$ cat config.mk
export PLATFORM = sky130hd
export DESIGN_NAME = prog_fir_coeff_loader_flat
export DESIGN_NICKNAME = d
export VERILOG_FILES = /design/src/rtl/prog_fir_coeff_loader_if.sv /design/src/rtl/prog_fir_coeff_loader.sv /design/src/flat_wrapper.sv
export SDC_FILE = /design/constraint.sdc
export NUM_CORES = 1
export LEC_CHECK = 0
export ABC_AREA = 0
export CAP_MARGIN = 20
export CORE_UTILIZATION = 40
export DETAILED_ROUTE_END_ITERATION = 12
export PLACE_DENSITY = 0.64
export SETUP_SLACK_MARGIN = 0.05
export SYNTH_ARGS = -nofsm -noshare
export SYNTH_HDL_FRONTEND = slang
export SYNTH_SLANG_ARGS = --single-unit
$ cat constraint.sdc
create_clock -name clk -period 5.4 [get_ports clk]
set_input_delay 1.08 -clock clk [delete_from_list [all_inputs] [get_ports clk]]
set_output_delay 1.08 -clock clk [all_outputs]
set_load 0.03 [all_outputs]
$ cat src/rtl/prog_fir_coeff_loader_if.sv
// Port-A read bus between the coefficient loader and the coefficient RAM.
interface prog_fir_coeff_loader_if #(
    parameter int ADDR_W = 10
);
    logic              bram_en_a;
    logic [ADDR_W-1:0] bram_addr;
    logic [31:0]       bram_rd_data;

    modport master (output bram_en_a, output bram_addr, input bram_rd_data);
    modport slave  (input bram_en_a, input bram_addr, output bram_rd_data);
endinterface

$ cat src/rtl/prog_fir_coeff_loader.sv
// Fetches a FIR coefficient set into a shadow bank and swaps it into the
// active bank only on a stream frame boundary.
module prog_fir_coeff_loader #(
    parameter int N_TAPS     = 26,
    parameter int COEFF_W    = 16,
    parameter int ADDR_W     = 10,
    parameter int RD_LATENCY = 2
) (
    input  logic                        clk,
    input  logic                        rst_n,
    input  logic                        load_req,
    input  logic [ADDR_W-1:0]           base_addr,
    input  logic                        frame_sync,
    prog_fir_coeff_loader_if.master     ram,
    output logic [N_TAPS*COEFF_W-1:0]   coeffs,
    output logic                        coeff_valid,
    output logic                        busy,
    output logic                        done,
    output logic                        load_err
);
    localparam int NWORDS = N_TAPS / 2;
    localparam int WORD_W = 2 * COEFF_W;
    localparam int CNT_W  = $clog2(NWORDS + 1);

    typedef enum logic [1:0] {IDLE, READ, DRAIN, PEND} state_t;

    state_t              state_reg, state_next;
    logic [ADDR_W-1:0]   base_reg;
    logic [CNT_W-1:0]    issue_cnt_reg;
    logic [CNT_W-1:0]    capture_cnt_reg;
    logic [RD_LATENCY-1:0] vld_reg;
    logic [WORD_W-1:0]   shadow_reg [NWORDS];
    logic [WORD_W-1:0]   active_reg [NWORDS];
    logic                done_reg, coeff_valid_reg, load_err_reg;

    logic capture, last_issue, last_capture, accept, swap;

    assign capture      = vld_reg[RD_LATENCY-1];
    assign last_issue   = (issue_cnt_reg == CNT_W'(NWORDS - 1));
    assign last_capture = capture && (capture_cnt_reg == CNT_W'(NWORDS - 1));
    assign accept       = (state_reg == IDLE) && load_req;
    assign swap         = (state_reg == PEND) && frame_sync;

    always_ff @(posedge clk or negedge rst_n) begin
        if (!rst_n) state_reg <= IDLE;
        else        state_reg <= state_next;
    end

    // A frame_sync during the final capture is ignored: PEND is entered only afterwards.
    always_comb begin
        state_next = state_reg;
        case (state_reg)
            IDLE:    if (load_req)     state_next = READ;
            READ:    if (last_issue)   state_next = DRAIN;
            DRAIN:   if (last_capture) state_next = PEND;
            PEND:    if (frame_sync)   state_next = IDLE;
            default:                   state_next = IDLE;
        endcase
    end

    always_comb begin
        ram.bram_en_a = 1'b0;
        ram.bram_addr = '0;
        busy          = (state_reg != IDLE);
        if (state_reg == READ) begin
            ram.bram_en_a = 1'b1;
            ram.bram_addr = base_reg + ADDR_W'(issue_cnt_reg);
        end
    end

    always_ff @(posedge clk or negedge rst_n) begin
        if (!rst_n) begin
            base_reg        <= '0;
            issue_cnt_reg   <= '0;
            capture_cnt_reg <= '0;
            vld_reg         <= '0;
            done_reg        <= 1'b0;
            coeff_valid_reg <= 1'b0;
            load_err_reg    <= 1'b0;
        end else begin
            if (accept) begin
                base_reg        <= base_addr;
                issue_cnt_reg   <= '0;
                capture_cnt_reg <= '0;
            end else begin
                if (state_reg == READ) issue_cnt_reg <= issue_cnt_reg + 1'b1;
                if (capture)           capture_cnt_reg <= capture_cnt_reg + 1'b1;
            end
            vld_reg      <= RD_LATENCY'({vld_reg, ram.bram_en_a});
            done_reg     <= swap;
            load_err_reg <= load_req && (state_reg != IDLE);
            if (swap) coeff_valid_reg <= 1'b1;
        end
    end

    // Each RAM word already holds tap 2j in its low half, so words copy straight across.
    always_ff @(posedge clk or negedge rst_n) begin
        if (!rst_n) begin
            for (int i = 0; i < NWORDS; i++) begin
                shadow_reg[i] <= '0;
                active_reg[i] <= '0;
            end
        end else begin
            for (int i = 0; i < NWORDS; i++) begin
                if (capture && (capture_cnt_reg == CNT_W'(i))) shadow_reg[i] <= ram.bram_rd_data;
                if (swap) active_reg[i] <= shadow_reg[i];
            end
        end
    end

    for (genvar gi = 0; gi < NWORDS; gi++) begin : g_flatten
        assign coeffs[gi*WORD_W +: WORD_W] = active_reg[gi];
    end

    assign done        = done_reg;
    assign coeff_valid = coeff_valid_reg;
    assign load_err    = load_err_reg;
endmodule
$ cat src/flat_wrapper.sv
// flat-port wrapper written by rule: the top's interface ports become plain ports
module prog_fir_coeff_loader_flat 
#(
    parameter int N_TAPS     = 26,
    parameter int COEFF_W    = 16,
    parameter int ADDR_W     = 10,
    parameter int RD_LATENCY = 2
)
  (clk, rst_n, load_req, base_addr, frame_sync, coeffs, coeff_valid, busy, done, load_err, ram_bram_en_a, ram_bram_addr, ram_bram_rd_data);
  prog_fir_coeff_loader_if #(.ADDR_W(ADDR_W)) ram_i ();
  input  logic clk;
  input  logic rst_n;
  input  logic load_req;
  input  logic [ADDR_W-1:0] base_addr;
  input  logic frame_sync;
  output logic [N_TAPS*COEFF_W-1:0] coeffs;
  output logic coeff_valid;
  output logic busy;
  output logic done;
  output logic load_err;
  output wire logic [$bits(ram_i.bram_en_a)-1:0] ram_bram_en_a;
  output wire logic [$bits(ram_i.bram_addr)-1:0] ram_bram_addr;
  input wire logic [$bits(ram_i.bram_rd_data)-1:0] ram_bram_rd_data;
  assign ram_bram_en_a = ram_i.bram_en_a;
  assign ram_bram_addr = ram_i.bram_addr;
  assign ram_i.bram_rd_data = ram_bram_rd_data;
  prog_fir_coeff_loader #(.N_TAPS(N_TAPS), .COEFF_W(COEFF_W), .ADDR_W(ADDR_W), .RD_LATENCY(RD_LATENCY)) u_core (.clk(clk), .rst_n(rst_n), .load_req(load_req), .base_addr(base_addr), .frame_sync(frame_sync), .ram(ram_i), .coeffs(coeffs), .coeff_valid(coeff_valid), .busy(busy), .done(done), .load_err(load_err));
endmodule
==> results of run 1 <==
==> power by group <==
| group | switching, uW | internal, uW | total (uW) |
|---|---|---|---|
| registers | 2030 | 9490 | 11500 |
| logic | 6090 | 4840 | 10900 |
| clock network | 2640 | 4110 | 6760 |
| total | 10800 | 18400 | 29200 |
==> cells in the mapped netlist (2+ instances only) <==
cell      instances
nand2_1        1263
buf_2            45
mux2_1           21
nand2b_1          5
and3_1            2
a21boi_0          2
o21ai_0           5
buf_1             7
nand3_1           5
xor2_1            5
mux2i_1           3
buf_6            22
inv_1            12
nor2_1           13
nand2_2           3
xnor2_1           3
nor2b_1           2
or3_1             2
buf_4             3
clkbuf_1         96
mux2_4          106
mux2_2          298
dfrtp_1         857
ha_1             15
nand4_1           3
and2_1            7
a211oi_1          3
==> final timing paths <==
kind | end | depth (start not counted) | slack, ns | start
setup / recovery | ram_bram_addr[6] | 8 | 1.16 | u_core.issue_cnt_reg[0]$_DFFE_PN0P_
hold / removal | u_core.vld_reg[1]$_DFF_PN0_ | 0 | 0.38 | u_core.vld_reg[0]$_DFF_PN0_
setup reg to reg | u_core.coeffs[231]$_DFFE_PN0P_ | 6 | 3.01 | u_core.state_reg[0]$_DFFE_PN0P_
hold reg to reg | u_core.vld_reg[1]$_DFF_PN0_ | 0 | 0.38 | u_core.vld_reg[0]$_DFF_PN0_
max in group asynchronous | u_core.base_reg[0]$_DFFE_PN0P_ | 2 | 3.57 | rst_n
min in group asynchronous | u_core.coeffs[241]$_DFFE_PN0P_ | 1 | 0.46 | rst_n
==> final cells by class <==
cell class | instances | area [sq um] | share of cell area
flip-flops and latches | 857 | 21450 | 0.5115
clock inverters | 36 | 600.6 | 0.01432
clock buffers | 134 | 2701 | 0.06443
multi-input cells | 1780 | 10660 | 0.2542
well taps | 1060 | 1326 | 0.03163
inverters | 12 | 52.55 | 0.001253
repair buffers | 506 | 5145 | 0.1227
==> logic make-up (layout without fill, tap and decap cells) <==
group / count (synthesis) / count (layout) / synth area share
multiplexers: 428 / 428 / 0.1580
adder cells (fa/ha/maj): 16 / 16 / 0.006294
flip-flops: 857 / 857 / 0.6499
AO/OA/AOI/OAI: 18 / 18 / 0.003716
XOR/XNOR: 8 / 8 / 0.002123
AND/OR/NAND/NOR: 1310 / 1310 / 0.1519
buffers and inverters: 185 / 688 / 0.02810
==> layer usage <==
layer	part of all wire	vias to the layer above	global-route usage
li1	-	9811	-
met1	0.43	10936	0.2873
met2	0.50	488	0.3587
met3	0.044	111	0.03858
met4	0.020	0	0.05618
met5	0	-	0
==> through the flow <==
step / total power (uW) / worst slack [ns]
floorplan: 17870 / 2.186
global route: 30830 / 0.9688
finish: 29210 / 1.165
global placement: 22370 / 1.776
detailed placement: 22600 / 1.800
CTS: 29500 / 1.095
==> reports/metrics.yaml, run 1 <==
status:
  outcome: "finished clean"
clock_tree:
  cts_buffers: 91
  cts_tree: "built"
  root_buffer: "clkbuf_16"
  cts.sinks: 857
  worstSkewPairLatency_ns: 0.65
  path_clk_slew_ns: 0.06
  cts_resized: 0
  post_cts.repair.setup_buffers: 0
  clock_path_buffers: 3
  holdBufCountCts: 0
  htreeDepth: 3
logic_synthesis:
  synth_ff_type: "dfrtp_1"
  synth_area_leaders: "dfrtp_1 65%, nand2_1 14%, mux2_2 10%"
  synth_edf_count: 0
  yosysTopAreaCell: "dfrtp_1"
  synth_fp_nets: 2884
  yosysTopAreaCellShare: 0.6499
  synthCells: 2822
  synth_cell_type_count: 41
  syn_area_per_cell_sq_um: 11.69
  synth_area_sq_mm: 0.03300
  synthArstFlopShare: 1.000
  synth_seq_area_share: 0.6499
  ys_warn_count: 0
  synth-seq-cells: 857
sta:
  tns_ns: 0
  fmax_mhz: 236.1
  hold-worst-slack_ns: 0.3817
  rsz0062_at_grt: "false"
  fin_skew_ns: 0.03974
  drv_slew: 0
  period_share: 0.7843
  hold_viol_final: 0
  relSlewSlack: 0.1714
  worst_pin_slew_ns: 1.243
  layout_min_cycle_time_ns: 4.235
  finalSetupViolations: 0
hold_path:
  worstHoldPathType: "register to register"
placed_design:
  dp.cells: 4213
  place_area_sq_mm: 0.03859
  place_congestion: 0.7354
  hpwl_um: 55420
  io_buffer_count: 476
routing:
  routed_wl_um: 89860
  drt_first_iter_violations: 1535
  viasPerCell: 4.868
  wire_per_inst_um: 20.49
  ant_nets: 0
  dr.pass1.iters: 5
  vias: 21346
  drc_errors: 0
die:
  core_area_sq_mm: 0.08107
  die_area_sq_mm: 0.08365
  ios: 477
  start_util: 0.4071
  rows: 104
  dieWidth_um: 289.2
  die_h_um: 289.2
final_layout:
  most-common-layout-cells: "1258 x nand2_1, 857 x dfrtp_1, 475 x clkdlybuf4s50_1"
  drive_above_1_share: 0.1811
  final_area_sq_mm: 0.04193
  areaGrowthSynthToFinish_pct: 27.06
  instances_no_fill: 4385
  nNetsFinal: 3310
  nFillCells: 7128
  insertedDiodeCount: 0
  fin_util: 0.5172
  mostFrequentLayoutCell: "nand2_1"
grt:
  grt_antenna_before_repair: 0
  grt_overflow: 0
  grt_pass1_vias: 21568
  grt_pass1_wl_um: 135300
  gr-usage-all-layers: 0.2144
  grt_max_degree: 194
flow_run:
  cap_viol_max_count: 0
worst_setup_path:
  crit_family: "buffers and inverters"
  worst_setup_path_end_kind: "output port"
  cp.required_ns: 4.32
  crit_type: "register to output port"
  critical-path-max-stage-delay_ns: 0.67
  slowest_stage: "clkdlybuf4s50_1"
  path_cells: "ha_1, inv_1, fa_1, nand2b_1, a211oi_1, xor2_1, and2_1, clkdlybuf4s50_1"
  worstPathArrival_ns: 3.16
  cp_num_buf_inv: 2
  cp_max_fo: 5
  worst_setup_path_start_kind: "register"
power:
  ir_drop_mv: 0.4239
  p_leak_uw: 0.02014
  power_density_mw_per_mm2: 696.8
Note: power is estimated with default switching activity, not from simulation.
==> run 2: changes to the inputs <==
clock period = 3.9 ns   (was 5.4 ns; I/O delays follow)
==> run 2 against run 1 <==
Against the previous run:
- global-route usage grew 0.14 points
- non-clock buffer count up 24
- hold slack got worse by 0.21 ns
- register-to-register slack worse by 1.5 ns
- clock power up 30%
- first-iteration DRC count fell by 8.4%
- sequential share of layout area shrank 0.064 points
==> reports/metrics.yaml, run 2 (synthesis gave the netlist of run 1 again) <==
sta:
  relSlewSlack: 0.2521  # +0.08062
  fmax_mhz: 270.0
  layout_min_cycle_time_ns: 3.703
  hold-worst-slack_ns: 0.1683  # -0.2135 ns
  hold_viol_final: 0  # unchanged
  fin_skew_ns: 0.02286  # -0.01688 ns
  finalSetupViolations: 0  # unchanged
  tns_ns: 0  # unchanged
  rsz0062_at_grt: "false"
  worst_pin_slew_ns: 1.122  # -0.1209 ns
  drv_slew: 0  # unchanged
  period_share: 0.9496
  timing.final.ws_setup_ns: 0.1966  # -0.9680 ns
worst_setup_path:
  critical-path-max-stage-delay_ns: 0.71  # +0.04 ns
  cp_max_fo: 19  # +14
  worst_setup_path_start_kind: "register"
  worstPathArrival_ns: 2.92  # -0.24 ns
  path_cells: "inv_1, ha_1, o21ai_0, nor2_1, clkdlybuf4s50_1"
  worst_setup_path_end_kind: "output port"
  slowest_stage: "clkdlybuf4s50_1"
  crit_type: "register to output port"
  cp.required_ns: 3.12  # -1.20 ns
placed_design:
  io_buffer_count: 476  # unchanged
  hpwl_um: 57470  # +3.7%
  place_congestion: 0.7553  # +2.7%
  place_ws_ns: 0.6073  # -1.193 ns
  place_area_sq_mm: 0.03885  # +0.69%
grt:
  grt_pass1_vias: 21994  # +2.0%
  grt_antenna_before_repair: 3  # +3
  grt_overflow: 0  # unchanged
  grt_max_degree: 194  # unchanged
  grt_pass1_wl_um: 136500  # +0.89%
  gr-usage-all-layers: 0.2157  # +0.001376
status:
  outcome: "finished clean"
routing:
  viasPerCell: 4.889  # +0.43%
  drt_first_iter_violations: 1406  # -8.4%
  vias: 21536  # +0.89%
  highest_layer: "met4"
  wire_per_inst_um: 20.45  # -0.20%
  drc_errors: 0  # unchanged
  route.met3.wl_um: 3273  # -17%
  wl_met2_um: 44970  # -0.24%
  ant_nets: 0  # unchanged
  dr.pass1.iters: 4  # -1
  routed_wl_um: 90090  # +0.26%
  wl_met1_um: 38940  # -0.16%
clock_tree:
  htreeDepth: 3  # unchanged
  worstSkewPairLatency_ns: 0.63  # -0.02 ns
  post_cts.repair.setup_buffers: 0  # unchanged
  root_buffer: "clkbuf_16"
  cts_buffers: 91  # unchanged
  clock_path_buffers: 3  # unchanged
  cts.sinks: 857  # unchanged
  cts_tree: "built"
  path_clk_slew_ns: 0.06  # about the same
die:
  ios: 477  # unchanged
  rows: 104  # unchanged
  start_util: 0.4071  # unchanged
  die_area_sq_mm: 0.08365  # unchanged
  die_h_um: 289.2  # unchanged
  core_area_sq_mm: 0.08107  # unchanged
  dieWidth_um: 289.2  # unchanged
final_layout:
  final_area_sq_mm: 0.04198  # +0.13%
  most-common-layout-cells: "1258 x nand2_1, 857 x dfrtp_1, 471 x clkdlybuf4s50_1"
  mostFrequentLayoutCell: "nand2_1"
  fin_util: 0.5179  # +0.0006480
  nFillCells: 7111  # -0.24%
  ff_latch_area_sq_mm: 0.02145  # unchanged
  nNetsFinal: 3334  # +0.73%
  areaGrowthSynthToFinish_pct: 27.22
  multi_input_area_sq_mm: 0.01066  # unchanged
  drive_above_1_share: 0.1857  # +0.004653
power:
  ir_drop_mv: 0.6288  # +48%
  p_leak_uw: 0.02021  # +0.33%
  power_density_mw_per_mm2: 953.1  # +37%
flow_run:
  cap_viol_max_count: 0  # unchanged
hold_path:
  worstHoldPathType: "input port to asynchronous set/reset pin"
## run 2: worst paths after layout
check | startpoint | end | slack [ns] | cells after the start
hold / removal | rst_n | u_core.coeffs[238]$_DFFE_PN0P_ | 0.17 | 1
max in group asynchronous | rst_n | u_core.coeffs[320]$_DFFE_PN0P_ | 2.54 | 2
hold reg to reg | u_core.vld_reg[0]$_DFF_PN0_ | u_core.vld_reg[1]$_DFF_PN0_ | 0.35 | 0
setup reg to reg | u_core.capture_cnt_reg[3]$_DFFE_PN0P_ | u_core.shadow_reg[192]$_DFFE_PN0P_ | 1.46 | 4
min in group clk | u_core.vld_reg[0]$_DFF_PN0_ | u_core.vld_reg[1]$_DFF_PN0_ | 0.35 | 0
setup / recovery | u_core.state_reg[1]$_DFFE_PN0P_ | ram_bram_addr[3] | 0.20 | 5
## run 2: per-layer routing
| layer | up-vias | global-route usage |
|---|---|---|
| li1 | 9878 | - |
| met1 | 11038 | 0.2871 |
| met2 | 472 | 0.3619 |
| met3 | 148 | 0.02890 |
| met4 | 0 | 0.07579 |
| met5 | - | 0 |
## run 2: worst max-delay path, delay by kind of cell (launching register included)
kind                       cells  cell delay, ns
adders and majority gates      1            0.62
AOI/OAI and AO/OA              1            0.23
buffers and inverters          2            0.82
and+or+nand+nor                1            0.23
DFF                            1            0.40
## run 2: repair_timing
| action | in CTS | in global routing |
|---|---|---|
| endpoints found under the setup margin | 3 | 3 |
| gates resized for setup | 3 | 4 |
| hold buffers | 0 | 0 |
## run 2: layout make-up
cell class / instances / share of cell area
diodes: 1 / 0.00005961
clock buffers: 133 / 0.06351
clock inverters: 32 / 0.009567
inverters: 12 / 0.001252
multi-input cells: 1780 / 0.2539
flip-flops and latches: 857 / 0.5108
well taps: 1060 / 0.03159
repair buffers: 530 / 0.1293
## run 2: report_power, final
| group | total, uW | switching [uW] | internal [uW] |
|---|---|---|---|
| registers | 16000 | 2840 | 13100 |
| logic | 15200 | 8450 | 6770 |
| clock network | 8800 | 3590 | 5220 |
## run 2: stage by stage
stage,std cells,power (uW)
after floorplan,2822,24740
after global placement,4235,31050
after detailed placement,4236,31410
after CTS,4401,40390
after global routing,4404,42180
final,4405,40010
